## config.mk

```make
export PLATFORM = sky130hd
export DESIGN_NAME = pipe_elastic_buffer
export DESIGN_NICKNAME = d
export VERILOG_FILES = /design/src/rtl/pipe_buf_pkg.sv /design/src/rtl/pipe_buf_mem.sv /design/src/rtl/pipe_elastic_buffer.sv
export SDC_FILE = /design/constraint.sdc
export NUM_CORES = 1
export LEC_CHECK = 0
export CORE_MARGIN = 2
export CORE_UTILIZATION = 50
export CTS_CLUSTER_DIAMETER = 100
export DETAILED_ROUTE_END_ITERATION = 12
export HOLD_SLACK_MARGIN = 0.15
export PLACE_DENSITY = 0.73
export REMOVE_ABC_BUFFERS = 1
export SLEW_MARGIN = 20
export SYNTH_ARGS = -nofsm -noshare
export SYNTH_HDL_FRONTEND = slang
export SYNTH_SLANG_ARGS = --single-unit
```

## constraint.sdc

```tcl
create_clock -name clk -period 2.26 [get_ports clk]
set_input_delay 0.339 -clock clk [delete_from_list [all_inputs] [get_ports clk]]
set_output_delay 0.339 -clock clk [all_outputs]
set_load 0.05 [all_outputs]
```

## src/rtl/pipe_buf_pkg.sv

```systemverilog
// rtl/pipe_buf_pkg.sv - sizing helpers and occupancy state shared by pipe_elastic_buffer
package pipe_buf_pkg;

  typedef enum logic [1:0] {
    EMPTY,
    PARTIAL,
    FULL
  } buf_state_e;

  function automatic int ptr_w(input int depth);
    return $clog2(depth);
  endfunction

  function automatic int cnt_w(input int depth);
    return $clog2(depth + 1);
  endfunction

  function automatic logic is_pow2(input int n);
    return (n >= 2) && ((n & (n - 1)) == 0);
  endfunction

endpackage

```

## src/rtl/pipe_buf_mem.sv

```systemverilog
// rtl/pipe_buf_mem.sv - DEPTH x DWIDTH register array, sync write, async read, sync reset
module pipe_buf_mem #(
  parameter int DWIDTH = 8,
  parameter int DEPTH  = 4,
  parameter int AW     = 2
) (
  input  logic              clk,
  input  logic              reset_n,
  input  logic              we_i,
  input  logic [AW-1:0]     waddr_i,
  input  logic [DWIDTH-1:0] wdata_i,
  input  logic [AW-1:0]     raddr_i,
  output logic [DWIDTH-1:0] rdata_o
);

  logic [DWIDTH-1:0] mem_q [DEPTH];

  always_ff @(posedge clk) begin
    if (!reset_n) begin
      for (int i = 0; i < DEPTH; i++) mem_q[i] <= '0;
    end else if (we_i) begin
      mem_q[waddr_i] <= wdata_i;
    end
  end

  assign rdata_o = mem_q[raddr_i];

endmodule

```

## src/rtl/pipe_elastic_buffer.sv

```systemverilog
// rtl/pipe_elastic_buffer.sv - multi-entry valid/ready elastic buffer; PIPE_BUF_FLUSH_EN adds i_flush
module pipe_elastic_buffer
  import pipe_buf_pkg::*;
#(
  parameter int DWIDTH      = 8,
  parameter int DEPTH       = 4,
  parameter int FALLTHROUGH = 0
) (
  input  logic                      clk,
  input  logic                      reset_n,
  input  logic [DWIDTH-1:0]         i_data,
  input  logic                      i_valid,
  output logic                      o_ready,
  output logic [DWIDTH-1:0]         o_data,
  output logic                      o_valid,
  input  logic                      i_ready,
  output logic [cnt_w(DEPTH)-1:0]   o_count
`ifdef PIPE_BUF_FLUSH_EN
  ,
  input  logic                      i_flush
`endif
);

  localparam int PTR_W = ptr_w(DEPTH);
  localparam int CNT_W = cnt_w(DEPTH);
  localparam logic [CNT_W-1:0] FULL_CNT = CNT_W'(DEPTH);

  if (!is_pow2(DEPTH)) begin : g_depth_chk
    $error("pipe_elastic_buffer: DEPTH must be a power of two >= 2");
  end

  logic [PTR_W-1:0]  rd_ptr_q, rd_ptr_d, wr_ptr_q, wr_ptr_d;
  logic [CNT_W-1:0]  count_q, count_d;
  logic              ready_q, ready_d;
  logic              flush, empty, bypass, byp_xfer, push, pop, wr_en, rd_adv;
  logic [DWIDTH-1:0] mem_rdata;
  buf_state_e        state;

`ifdef PIPE_BUF_FLUSH_EN
  assign flush = i_flush;
`else
  assign flush = 1'b0;
`endif

  // Bypass is gated by ready_q so nothing is presented before the buffer can accept it.
  assign empty    = (count_q == '0);
  assign bypass   = (FALLTHROUGH != 0) && empty && ready_q;
  assign o_valid  = !empty || (bypass && i_valid);
  assign o_data   = bypass ? i_data : mem_rdata;
  assign o_ready  = ready_q;
  assign o_count  = count_q;

  assign push     = i_valid && ready_q;
  assign pop      = o_valid && i_ready;
  assign byp_xfer = bypass && pop;
  assign wr_en    = push && !byp_xfer && !flush;
  assign rd_adv   = pop && !byp_xfer && !flush;

  always_comb begin
    rd_ptr_d = rd_ptr_q;
    wr_ptr_d = wr_ptr_q;
    count_d  = count_q;
    if (flush) begin
      rd_ptr_d = '0;
      wr_ptr_d = '0;
      count_d  = '0;
    end else begin
      if (wr_en)  wr_ptr_d = wr_ptr_q + PTR_W'(1);
      if (rd_adv) rd_ptr_d = rd_ptr_q + PTR_W'(1);
      if (wr_en && !rd_adv)      count_d = count_q + CNT_W'(1);
      else if (rd_adv && !wr_en) count_d = count_q - CNT_W'(1);
    end
    ready_d = (count_d != FULL_CNT);
  end

  always_ff @(posedge clk) begin
    if (!reset_n) begin
      rd_ptr_q <= '0;
      wr_ptr_q <= '0;
      count_q  <= '0;
      ready_q  <= 1'b0;
    end else begin
      rd_ptr_q <= rd_ptr_d;
      wr_ptr_q <= wr_ptr_d;
      count_q  <= count_d;
      ready_q  <= ready_d;
    end
  end

  pipe_buf_mem #(
    .DWIDTH (DWIDTH),
    .DEPTH  (DEPTH),
    .AW     (PTR_W)
  ) u_mem (
    .clk     (clk),
    .reset_n (reset_n),
    .we_i    (wr_en),
    .waddr_i (wr_ptr_q),
    .wdata_i (i_data),
    .raddr_i (rd_ptr_q),
    .rdata_o (mem_rdata)
  );

  always_comb begin
    if (empty)                    state = EMPTY;
    else if (count_q == FULL_CNT) state = FULL;
    else                          state = PARTIAL;
  end

  always_ff @(posedge clk) begin
    if (reset_n) assert (!(state == FULL && ready_q));
  end

endmodule

```

# After elaboration in Yosys (flattened, before gate mapping)
# Memories as Yosys holds them, arrays and structs flattened. A register that Yosys moved wholly into a read port is not among the register bits.
# Index checks and enable logic that the tools add are counted.
[totals]
inputBits = 12
mem_bits_rw = 32
wordCells = 30
output_inout_bits = 13
n_memories = 1
regBits = 8
[classes]
muxes = 11
n_addsub = 4
eq_ne = 1
reduce_logical = 9
[mem_list]
columns = ["name", "words", "width", "read_ports", "rd_ports_with_merged_regs", "wr", "line_no", "text"]
rows = [
  ["u_mem.mem_q", 4, 8, 1, 1, 4, "pipe_buf_mem.sv:16", "logic [DWIDTH-1:0] mem_q [DEPTH];"],
]
[ops]
columns = ["cell", "n"]
rows = [
  ["$mux 8", 1],
  ["$reduce_or 8->1", 1],
  ["$mux 2", 3],
  ["$mux 3", 2],
  ["$mux 1", 5],
  ["$add 2x1->2 const B", 2],
  ["$logic_and 1x1->1", 4],
  ["$add 3x1->3 const B", 1],
  ["$logic_not 1->1", 3],
  ["$logic_not 3->1", 1],
  ["$ne 3x3->1 const B", 1],
  ["$sub 3x1->3 const B", 1],
]

# Depth between registers and ports, before layout
# Gate-level depths: netlist (run 1).
[logic_depth]
depth_word = 7
ltp_mapped = 7
mapped_depth_nobuf = 6

# Modules after synthesis
# From an unflattened synthesis (run 1), not the netlist that was laid out.
[unflattened]
cells_unflattened = 130
hier_area_um2 = 1848.0
[by_module_without_submodules]
columns = ["mod", "seq_area_each_um2", "n_inst", "area_each_um2", "cells_each"]
rows = [
  ["pipe_buf_mem", 960.9, 1, 1437.6, 87],
  ["pipe_elastic_buffer", 160.2, 1, 410.4, 43],
]

# Worst setup path after synthesis (run 1)
# OpenSTA, ideal clock, no wires.
[synth_timing]
path_kind = "flip-flop to flip-flop"
start = "register count_q[0], in the netlist o_count[0]"
end = "register ready_q, in the netlist o_ready"
required_ps = 2187
arrival_time_ps = 1962
period_less_slack_ps = 2035
stages_incl_launch_ff = 8
n_path_buf = 1
slack_ps = 225
setup_time_ps = 73
path_cell_list = "dfxtp_1 -> inv_1 -> ha_1 -> nand2b_1 -> buf_6 -> a21oi_2 -> or4_1 -> o211ai_2"
[synth_via]
elab_chain_cells = 7
word_cells_on_any_way = 11
classes_between = "add/sub: 2; eq/ne: 1; mux: 2; reduce/logical: 6"
[synth_rtl]
columns = ["item", "line_no", "text"]
rows = [
  ["from (decl)", "pipe_elastic_buffer.sv:33", "logic [CNT_W-1:0] count_q, count_d;"],
  ["from (signal assigned)", "pipe_elastic_buffer.sv:85", "count_q <= count_d;"],
  ["$logic_not 3->1 (*)", "pipe_elastic_buffer.sv:46", "assign empty = (count_q == '0);"],
  ["$logic_not 1->1 (*)", "pipe_elastic_buffer.sv:48", "assign o_valid = !empty || (bypass && i_valid);"],
  ["named net o_valid", "pipe_elastic_buffer.sv:15", "output logic o_valid,"],
  ["$logic_and 1x1->1 (*)", "pipe_elastic_buffer.sv:54", "assign pop = o_valid && i_ready;"],
  ["$logic_and 1x1->1 or $logic_not 1->1 (tied branches)", "pipe_elastic_buffer.sv:71, pipe_elastic_buffer.sv:70", ""],
  ["$mux 3 or $logic_and 1x1->1 (tied branches)", "pipe_elastic_buffer.sv:71, pipe_elastic_buffer.sv:70", ""],
  ["$mux 3 (*)", "pipe_elastic_buffer.sv:70", "if (wr_en && !rd_adv) count_d = count_q + CNT_W'(1);"],
  ["$ne 3x3->1 (*)", "pipe_elastic_buffer.sv:73", "ready_d = (count_d != FULL_CNT);"],
  ["to (signal assigned)", "pipe_elastic_buffer.sv:86", "ready_q <= ready_d;"],
  ["to (decl)", "pipe_elastic_buffer.sv:34", "logic ready_q, ready_d;"],
]
# Mark *: on every way through the listed nets, which the timed path passes. The rest lies on a longest branch.
# A chain may end at the register's enable or synchronous reset.

==> results of run 1 <==
[critical path: stages, from the launching register on]
cell	delay [ns]
dfxtp_1	0.67
mux4_2	0.58
buf_4	0.21
[final cells by class]
| class | instances | area share (%) |
|---|---|---|
| timing repair buffer | 36 | 13.0 |
| multi-input combinational | 91 | 30.1 |
| inverter | 3 | 0.477 |
| tap | 48 | 2.54 |
| clock buffer | 6 | 3.07 |
| sequential | 42 | 49.2 |
| clock inverter | 2 | 1.59 |
[state kept, by name, summed over array words and instances (netlist names), named ones only]
name	count
o_ready	1
wr_ptr_q	2
u_mem.mem_q	32
o_count	3
rd_ptr_q	2
[Yosys cell counts, drive strengths merged (3+ instances only)]
cell	n	share of area [%]
xor2	3	1.4
nand2b	3	0.98
and2	25	8.2
buf	3	1.0
nor3	5	1.3
a21oi	3	0.98
o211ai	3	1.4
nor2	7	1.4
edfxtp	32	50
and3	9	3.0
dfxtp	10	10
mux4	8	9.4
nand3	5	1.3
nand2	5	0.98
ha	3	2.0
[where the power goes]
group	switching, mW	internal, mW
registers	0.120	0.967
clock network	0.253	0.329
logic	0.638	0.402
total	1.01	1.70
[metal layers]
layer	global-route usage (%)	wire length, um	up-vias
li1	-	-	600
met4	4.69	15	0
met5	0	0	-
met1	24.5	1610	613
met2	31.1	1860	24
met3	5.28	148	2
[worst min path at each step]
| stage | startpoint | endpoint | slack, ns |
|---|---|---|---|
| floorplan | rd_ptr_q[1] | flip-flop | 0.48 |
| global placement | rd_ptr_q[1] | rd_ptr_q[1] | 0.50 |
| detailed placement | rd_ptr_q[0] | flip-flop | 0.53 |
| CTS | rd_ptr_q[0] | flip-flop | 0.56 |
| global route | rd_ptr_q[0] | rd_ptr_q[0] | 0.59 |
| finish | rd_ptr_q[0] | flip-flop | 0.55 |
[cell families after synthesis]
| logic type | count (synthesis) |
|---|---|
| XOR/XNOR | 4 |
| adder cells (fa/ha/maj) | 3 |
| flip-flops | 42 |
| AO/OA/AOI/OAI | 13 |
| AND/OR/NAND/NOR | 63 |
| multiplexers | 8 |
| buffers and inverters | 8 |
[metrics by stage]
step	util, %	hold WS [ns]	setup TNS, ns
after floorplan	-	0.485	-0.200
after global placement	61.5	0.503	0
after detailed placement	61.5	0.529	0
after CTS	64.5	0.557	0
after global routing	64.5	0.586	0
final	64.5	0.550	0
==> results.py, run 1 <==
metrics = {
    "floorplan": {
        "horizontal_extent_of_the_die_um": 65.8,
        "core_area_um2": 3660,
        "placementRows": 22,
        "ioPinCount": 25,
        "die_y_um": 65.8,
        "initial_core_util_pct": 52.2,
        "dieArea_um2": 4330,
    },
    "power_and_ir_drop": {
        "power-per-cell-area_nw_per_um2": 1150,
        "worst_ir_drop_vdd_uv": 768,
        "cellLeakagePower_nw": 0.914,
        "report.power.total_mw": 2.71,
    },
    "layout": {
        "filler_cell_count": 288,
        "layout-drive-gt1-share_pct": 22.2,
        "final_design_area_no_fill_um2": 2360,
        "regArea_um2": 1160,
        "antenna_cells_inserted": 0,
        "multi_input_comb_area_um2": 712,
        "layout_common_cells": "edfxtp_1 (32), and2_1 (25), buf_4 (21)",
        "instances_no_fill": 228,
        "layout.cells.most_common": "edfxtp_1",
        "area.growth.synth_to_final_pct": 23.6,
        "finish.net_count": 194,
    },
    "timing": {
        "finalSetupViolCount": 0,
        "post_route_clock_skew_ns": 0.00428,
        "finalCritPeriodShare_pct": 92.9,
        "period_minus_slack_ns": 2.10,
        "post_route_worst_setup_slack_ns": 0.159,
        "fmax_mhz": 476,
        "worst_pin_slew_ns": 0.554,
        "rsz0062_at_grt": "false",
        "relSlewSlack_pct": 63.0,
        "timing_max_transition_violations_final": 0,
        "finalHoldViolCount": 0,
    },
    "grt": {
        "grt_antenna_before_repair": 0,
        "grt_first_pass_wirelength_mm": 5.84,
        "grt_max_degree": 14,
        "groute.usage.overall_pct": 18.8,
        "grt_pass1_vias": 1185,
        "grt_overflow": 0,
    },
    "place": {
        "placement.cell_area_um2": 2250,
        "place.detailed.instances": 220,
        "dpl_ws_ns": 0.270,
        "gpl.final_weighted_congestion": 0.799,
        "place.port_buffers": 24,
        "dp_hpwl_mm": 2.73,
    },
    "synthesis": {
        "syn_avg_cell_area_um2": 13.6,
        "synth_edf_count": 32,
        "netlist-cell-type-count": 33,
        "synth_area_um2": 1910,
        "dominantRegCellSynth": "edfxtp_1",
        "synth-simple-area-share_pct": 18.8,
        "post_syn_instances": 141,
        "postSynthRegisterBits": 42,
        "synth.yosys.seq_area_share_pct": 60.7,
        "synth_xor_area_share_pct": 1.83,
        "yosys-mux-area-fraction_pct": 9.42,
        "yosys.area_share.adder_pct": 1.96,
        "postSynth.asyncResetShare_pct": 0,
        "yosysWarningCount": 0,
        "synth_top_family_by_area": "simple AND/OR/NAND/NOR gates",
        "synth-compound-area-share_pct": 5.17,
    },
    "routing": {
        "postRouteAntennaNets": 0,
        "drc_errors": 0,
        "routedWlPerCell_um": 16.0,
        "drtIter0Drc": 58,
        "routed_wl_mm": 3.64,
        "drtPass1Iterations": 4,
        "number_of_vias_in_the_routed_layout": 1239,
        "viasPerCell": 5.43,
    },
    "clock_tree": {
        "clock-sinks": 42,
        "clock_tree.buffer_depth": 2,
        "cts.repair.resized": 0,
        "cts_inserted_buffers": 5,
        "clockRootBuffer": "clkbuf_8",
        "post-cts-setup-buffers": 0,
        "cts.hold.buffers_added": 0,
        "cts_tree": "built",
        "insertion_delay_ns": 0.29,
        "h-tree-depth": 2,
        "clk_pin_slew_ns": 0.08,
    },
    "critical_path": {
        "reg2reg_to": "o_ready",
        "critical_path_sink": "o_data[4]",
        "critical_path.reg2reg.startpoint": "o_count[0]",
        "setup.worst_path.class": "reg -> out",
        "cp.arrival_ns": 1.76,
        "critical_path_required_ns": 1.92,
        "setup.reg_to_reg.worst_slack_ns": 0.41,
        "crit_path_start_kind": "flip-flop",
        "timing.reg2reg.worst_path_depth": 6,
        "critical_path.endpoint_type": "output pin",
        "path_max_fanout": 8,
    },
    "min_path": {
        "min_path_cells": 2,
        "holdCritPathClass": "reg -> reg",
    },
    "flow_run": {
        "number_of_maximum_capacitance_violations": 0,
    },
    "run_status": {
        "outcome": "complete, no violations",
    },
}
No activity file was read; power rests on OpenSTA's default activity.
==> run 2, diff against run 1 <==
Settings changed: ABC_AREA set to 1, SLEW_MARGIN 20 to 15.
==> run 2 against run 1 <==
  * Via count up 14%
  * Clock power up 0.7%
  * Synthesized cell count up 38%
  * Critical path type unchanged
  * Critical path depth up 2
  * Clock skew about the same
  * Clock-buffer cell count down 1
  * Sequential share of layout area up 0.18 points
  * Critical endpoint is now o_data[5]
  * Hold slack worse by 0.061 ns
==> results.py, run 2 <==
metrics = {
    "layout": {
        "layout-drive-gt1-share_pct": 20.1,
        "antenna_cells_inserted": 0,
        "layout_common_cells": "nor2_1 (44), edfxtp_1 (32), o21ai_0 (20)",
        "final_design_area_no_fill_um2": 2350,
        "registers.top_by_ff_count": "u_mem.mem_q",
        "multi_input_comb_area_um2": 642,
        "largest_register_ffs": 32,
        "filler_cell_count": 313,
        "finish.net_count": 243,
        "area.growth.synth_to_final_pct": 21.9,
        "layout.cells.most_common": "nor2_1",
        "regArea_um2": 1160,
    },
    "critical_path": {
        "timing.reg2reg.worst_path_depth": 5,
        "setup.worst_path.class": "reg -> out",
        "critical_path_required_ns": 1.92,
        "critical_path.endpoint_type": "output pin",
        "path_max_fanout": 16,
        "cpPeakStageDelay_ns": 0.34,
        "crit_path_start_kind": "flip-flop",
        "cp_slowest_cell": "inv_1",
        "cp.arrival_ns": 1.55,
        "worstPathCellList": "inv_1, o21ai_0, o22ai_1, buf_4",
    },
    "clock_tree": {
        "cts_inserted_buffers": 5,
        "cts.repair.resized": 0,
        "insertion_delay_ns": 0.29,
        "h-tree-depth": 2,
        "post-cts-setup-buffers": 0,
        "clock-sinks": 42,
        "clockRootBuffer": "clkbuf_8",
        "cts.hold.buffers_added": 0,
        "clk_pin_slew_ns": 0.08,
        "clock_tree.buffer_depth": 2,
        "cts_tree": "built",
    },
    "min_path": {
        "min_path_cells": 1,
        "holdCritPathClass": "reg -> reg",
    },
    "grt": {
        "grt_antenna_before_repair": 0,
        "groute.usage.overall_pct": 19.7,
        "grt_pass1_vias": 1353,
        "grt_first_pass_wirelength_mm": 6.26,
        "grt_max_degree": 17,
        "grt_overflow": 0,
    },
    "timing": {
        "relSlewSlack_pct": 66.6,
        "fin_setup_tns_ns": 0,
        "finalCritPeriodShare_pct": 83.7,
        "finalSetupViolCount": 0,
        "worst_pin_slew_ns": 0.500,
        "period_minus_slack_ns": 1.89,
        "rsz0062_at_grt": "false",
        "fmax_mhz": 528,
        "post_route_clock_skew_ns": 0.00380,
        "finalHoldViolCount": 0,
        "timing_max_transition_violations_final": 0,
    },
    "floorplan": {
        "die_y_um": 66.1,
        "dieArea_um2": 4370,
        "placementRows": 22,
        "horizontal_extent_of_the_die_um": 66.1,
        "initial_core_util_pct": 52.3,
        "core_area_um2": 3690,
        "ioPinCount": 25,
    },
    "synthesis": {
        "leading_cell_type_by_number_of_instances_after_synthesis": "nor2_1",
        "synth_area_um2": 1930,
        "synth.area.top_cells": "edfxtp_1 (50%), dfxtp_1 (10%), nor2_1 (8.6%)",
        "syn_avg_cell_area_um2": 9.95,
        "synth_top_area_cell": "edfxtp_1",
        "yosysWarningCount": 0,
        "synth.top_cell.area_share_pct": 49.8,
        "post_syn_instances": 194,
        "netlist-cell-type-count": 21,
        "synth_top_cells_by_count": "nor2_1 (44), edfxtp_1 (32), o21ai_0 (20)",
        "synth_edf_count": 32,
        "dominantRegCellSynth": "edfxtp_1",
        "postSynth.asyncResetShare_pct": 0,
        "postSynthRegisterBits": 42,
        "synth.yosys.seq_area_share_pct": 60.1,
    },
    "flow_run": {
        "number_of_maximum_capacitance_violations": 0,
    },
    "place": {
        "dp_hpwl_mm": 2.70,
        "place.port_buffers": 24,
        "gpl.final_weighted_congestion": 0.760,
        "placement.cell_area_um2": 2240,
    },
    "routing": {
        "viasPerCell": 5.10,
        "drc_errors": 0,
        "postRouteAntennaNets": 0,
        "routedWlPerCell_um": 13.2,
        "routed_wl_mm": 3.67,
        "drtIter0Drc": 118,
        "drtPass1Iterations": 4,
        "number_of_vias_in_the_routed_layout": 1412,
    },
    "power_and_ir_drop": {
        "power-per-cell-area_nw_per_um2": 1120,
        "worst_ir_drop_vdd_uv": 845,
        "cellLeakagePower_nw": 0.958,
    },
    "run_status": {
        "outcome": "complete, no violations",
    },
}
run 2: path summary, 6_finish.rpt:
check / endpoint / slack [ns] / start
max: o_data[5] / 0.37 / flip-flop
min: rd_ptr_q[0] / 0.49 / rd_ptr_q[0]
max reg2reg: u_mem.mem_q[2][5] / 0.60 / wr_ptr_q[1]
min reg2reg: rd_ptr_q[0] / 0.49 / rd_ptr_q[0]
run 2: cell families (layout without fill, tap and decap cells):
group / after synthesis / count (layout) / synth area share (%)
and+or+nand+nor: 80 / 80 / 21.0
adders and majority gates: 3 / 3 / 1.94
buffers and inverters: 32 / 67 / 6.61
AOI/OAI and AO/OA: 36 / 36 / 9.85
DFF: 42 / 42 / 60.1
xor gates and xnor gates: 1 / 1 / 0.454
run 2: through the flow:
step | power (mW) | hold WS [ns] | cells | setup WS, ns | util, %
floorplan | 1.74 | 0.444 | 192 | 0.0846 | -
global placement | 2.06 | 0.469 | 269 | 0.248 | 60.7
detailed placement | 2.07 | 0.471 | 269 | 0.174 | 60.7
finish | 2.64 | 0.489 | 277 | 0.367 | 63.8
global route | 2.78 | 0.511 | 277 | 0.254 | 63.8
CTS | 2.65 | 0.486 | 277 | 0.0290 | 63.7
run 2: power breakdown:
group | switching (mW) | internal [mW]
clock | 0.255 | 0.331
sequential | 0.0553 | 0.918
combinational | 0.753 | 0.324
total | 1.06 | 1.57
run 2: cell type report:
cell class	instances	share of cell area [%]
clock buffer	5	2.92
sequential	42	49.3
inverter	30	5.00
timing repair buffer	29	11.1
multi-input combinational	120	27.3
clock inverter	3	1.86
tap	48	2.55
run 2: worst max-delay path: cells and delay by family, from the launching register on:
kind                   cells  cell delay, ns
DFF                        1            0.31
buffers and inverters      2            0.58
AOI/OAI and AO/OA          2            0.36
run 2: per-layer routing:
layer  vias up  wire [um]  global-route usage, %
li1        712          -                      -
met1       653       1650                   27.8
met2        43       1690                   30.0
met3         4        289                   4.94
met4         0         40                   5.87
met5         -          0                      0
==> run 3, diff against run 2 <==
Clock period 2.26 ns to 1.84 ns, I/O delays scaled along.
==> run 3 against run 2 <==
  * Wire length rose by 5.8%
  * Final area rose by 2.6%
  * Clock power rose by 3%
  * Die area did not move
  * Cell count rose by 3.2%
  * Sequential power rose by 24%
  * Sequential share of layout area fell by 1.2 points
  * Worst setup slack got worse by 0.31 ns
  * Clock-buffer cell count rose by 2
  * Utilization rose by 1.7 points
  * Highest routed layer unchanged
==> results.py, run 3 (synthesized netlist as in run 2, its figures left out) <==
metrics = {
    "layout": {
        "area.growth.synth_to_final_pct": 25.1,
        "registers.top_by_ff_count": "u_mem.mem_q",
        "instances_no_fill": 286,
        "layout.cells.most_common": "nor2_1",
        "finish.net_count": 252,
        "antenna_cells_inserted": 0,
        "layout-drive-gt1-share_pct": 23.9,
        "largest_register_ffs": 32,
        "layout_common_cells": "nor2_1 (44), edfxtp_1 (32), buf_4 (21)",
        "final_design_area_no_fill_um2": 2410,
    },
    "floorplan": {
        "horizontal_extent_of_the_die_um": 66.1,
        "core_area_um2": 3690,
        "placementRows": 22,
        "die_y_um": 66.1,
        "ioPinCount": 25,
        "initial_core_util_pct": 52.3,
        "dieArea_um2": 4370,
    },
    "grt": {
        "grt_max_degree": 17,
        "grt_antenna_before_repair": 0,
        "grt_overflow": 0,
        "grt_first_pass_wirelength_mm": 6.21,
        "grt_pass1_vias": 1345,
        "groute.usage.overall_pct": 19.6,
    },
    "routing": {
        "routedWlPerCell_um": 13.6,
        "postRouteAntennaNets": 0,
        "routed_wl_mm": 3.88,
        "drc_errors": 0,
        "viasPerCell": 5.03,
        "drtIter0Drc": 71,
        "number_of_vias_in_the_routed_layout": 1439,
        "drtPass1Iterations": 4,
    },
    "place": {
        "place.port_buffers": 24,
        "placement.cell_area_um2": 2280,
        "place.detailed.instances": 273,
        "gpl.final_weighted_congestion": 0.821,
        "dp_hpwl_mm": 2.74,
        "dpl_ws_ns": 0.0137,
    },
    "timing": {
        "worst_pin_slew_ns": 0.502,
        "finalHoldViolCount": 0,
        "relSlewSlack_pct": 66.4,
        "timing_max_transition_violations_final": 0,
        "finalCritPeriodShare_pct": 96.8,
        "period_minus_slack_ns": 1.78,
        "rsz0062_at_grt": "false",
        "finalSetupViolCount": 0,
        "finalHoldWorstSlack_ns": 0.488,
        "fmax_mhz": 561,
        "post_route_worst_setup_slack_ns": 0.0585,
        "post_route_clock_skew_ns": 0.00443,
    },
    "critical_path": {
        "critPathTopFamily": "buffers and inverters",
        "path_max_fanout": 4,
        "setup.reg_to_reg.worst_slack_ns": 0.39,
        "critical_path_required_ns": 1.56,
        "crit_path_start_kind": "flip-flop",
        "reg2reg_to": "o_ready",
        "critical_path.reg2reg.startpoint": "o_count[0]",
        "cpPeakStageDelay_ns": 0.82,
        "crit_buf_inv": 1,
        "cp.arrival_ns": 1.51,
        "cp_slowest_cell": "clkdlybuf4s50_1",
        "timing.reg2reg.worst_path_depth": 8,
        "worstPathCellList": "clkdlybuf4s50_1",
        "setup.worst_path.class": "reg -> out",
        "critical_path.endpoint_type": "output pin",
        "cp-startpoint": "o_count[0]",
    },
    "clock_tree": {
        "clock_tree.buffer_depth": 2,
        "clockRootBuffer": "clkbuf_8",
        "clock-sinks": 42,
        "cts_inserted_buffers": 5,
        "clk_pin_slew_ns": 0.08,
        "insertion_delay_ns": 0.29,
        "cts_tree": "built",
        "h-tree-depth": 2,
    },
    "power_and_ir_drop": {
        "cellLeakagePower_nw": 0.994,
        "power-per-cell-area_nw_per_um2": 1340,
        "worst_ir_drop_vdd_uv": 605,
    },
    "min_path": {
        "worstHoldStart": "rd_ptr_q[0]",
        "min_path_cells": 1,
        "worstHoldEndpoint": "rd_ptr_q[0]",
        "holdCritPathClass": "reg -> reg",
    },
    "flow_run": {
        "number_of_maximum_capacitance_violations": 0,
    },
    "run_status": {
        "outcome": "complete, no violations",
    },
}
==> run 3: per-stage QoR <==
stage | TNS, ns | total power, mW | utilization, %
final | 0 | 3.24 | 65.5
after CTS | 0 | 3.20 | 64.2
after detailed placement | 0 | 2.60 | 61.8
after floorplan | -5.87 | 2.14 | -
after global routing | 0 | 3.40 | 65.5
after global placement | 0 | 2.59 | 61.8
==> run 3: per-layer routing <==
layer	GRT usage, %	vias up	part of all wire (%)
met1	26.5	667	46
li1	-	729	-
met3	4.60	6	5.3
met4	6.89	0	1.4
met5	0	-	0
met2	31.0	37	47
==> run 3: worst max path at each step <==
stage	slack (ns)	end	cells after the start
after floorplan	-0.34	u_mem.mem_q[3][0]	4
after global placement	0.07	u_mem.mem_q[3][7]	6
after detailed placement	0.01	u_mem.mem_q[3][7]	6
after CTS	0.01	o_data[1]	4
after global routing	0.004	o_data[5]	4
final	0.06	o_count[0]	1
==> run 3: area by class of cell <==
class	count	area, um2
clock buffers	7	86.3
well taps	48	60.1
flip-flops and latches	42	1160
multi-input cells	120	642
repair buffers	37	330
repair inverters	1	7.51
clock inverters	1	5.00
fillers	314	1270
inverters	30	121
==> run 3: what timing repair did <==
action,CTS,global route
hold buffers,0,0
resized for setup,0,5
setup endpoints to repair,0,7
setup buffers,0,4
==> run 3: report_power, final <==
group | internal [mW] | switching [mW] | total, mW
clock network | 0.303 | 0.302 | 0.604
registers | 1.13 | 0.0792 | 1.21
logic | 0.484 | 0.947 | 1.43
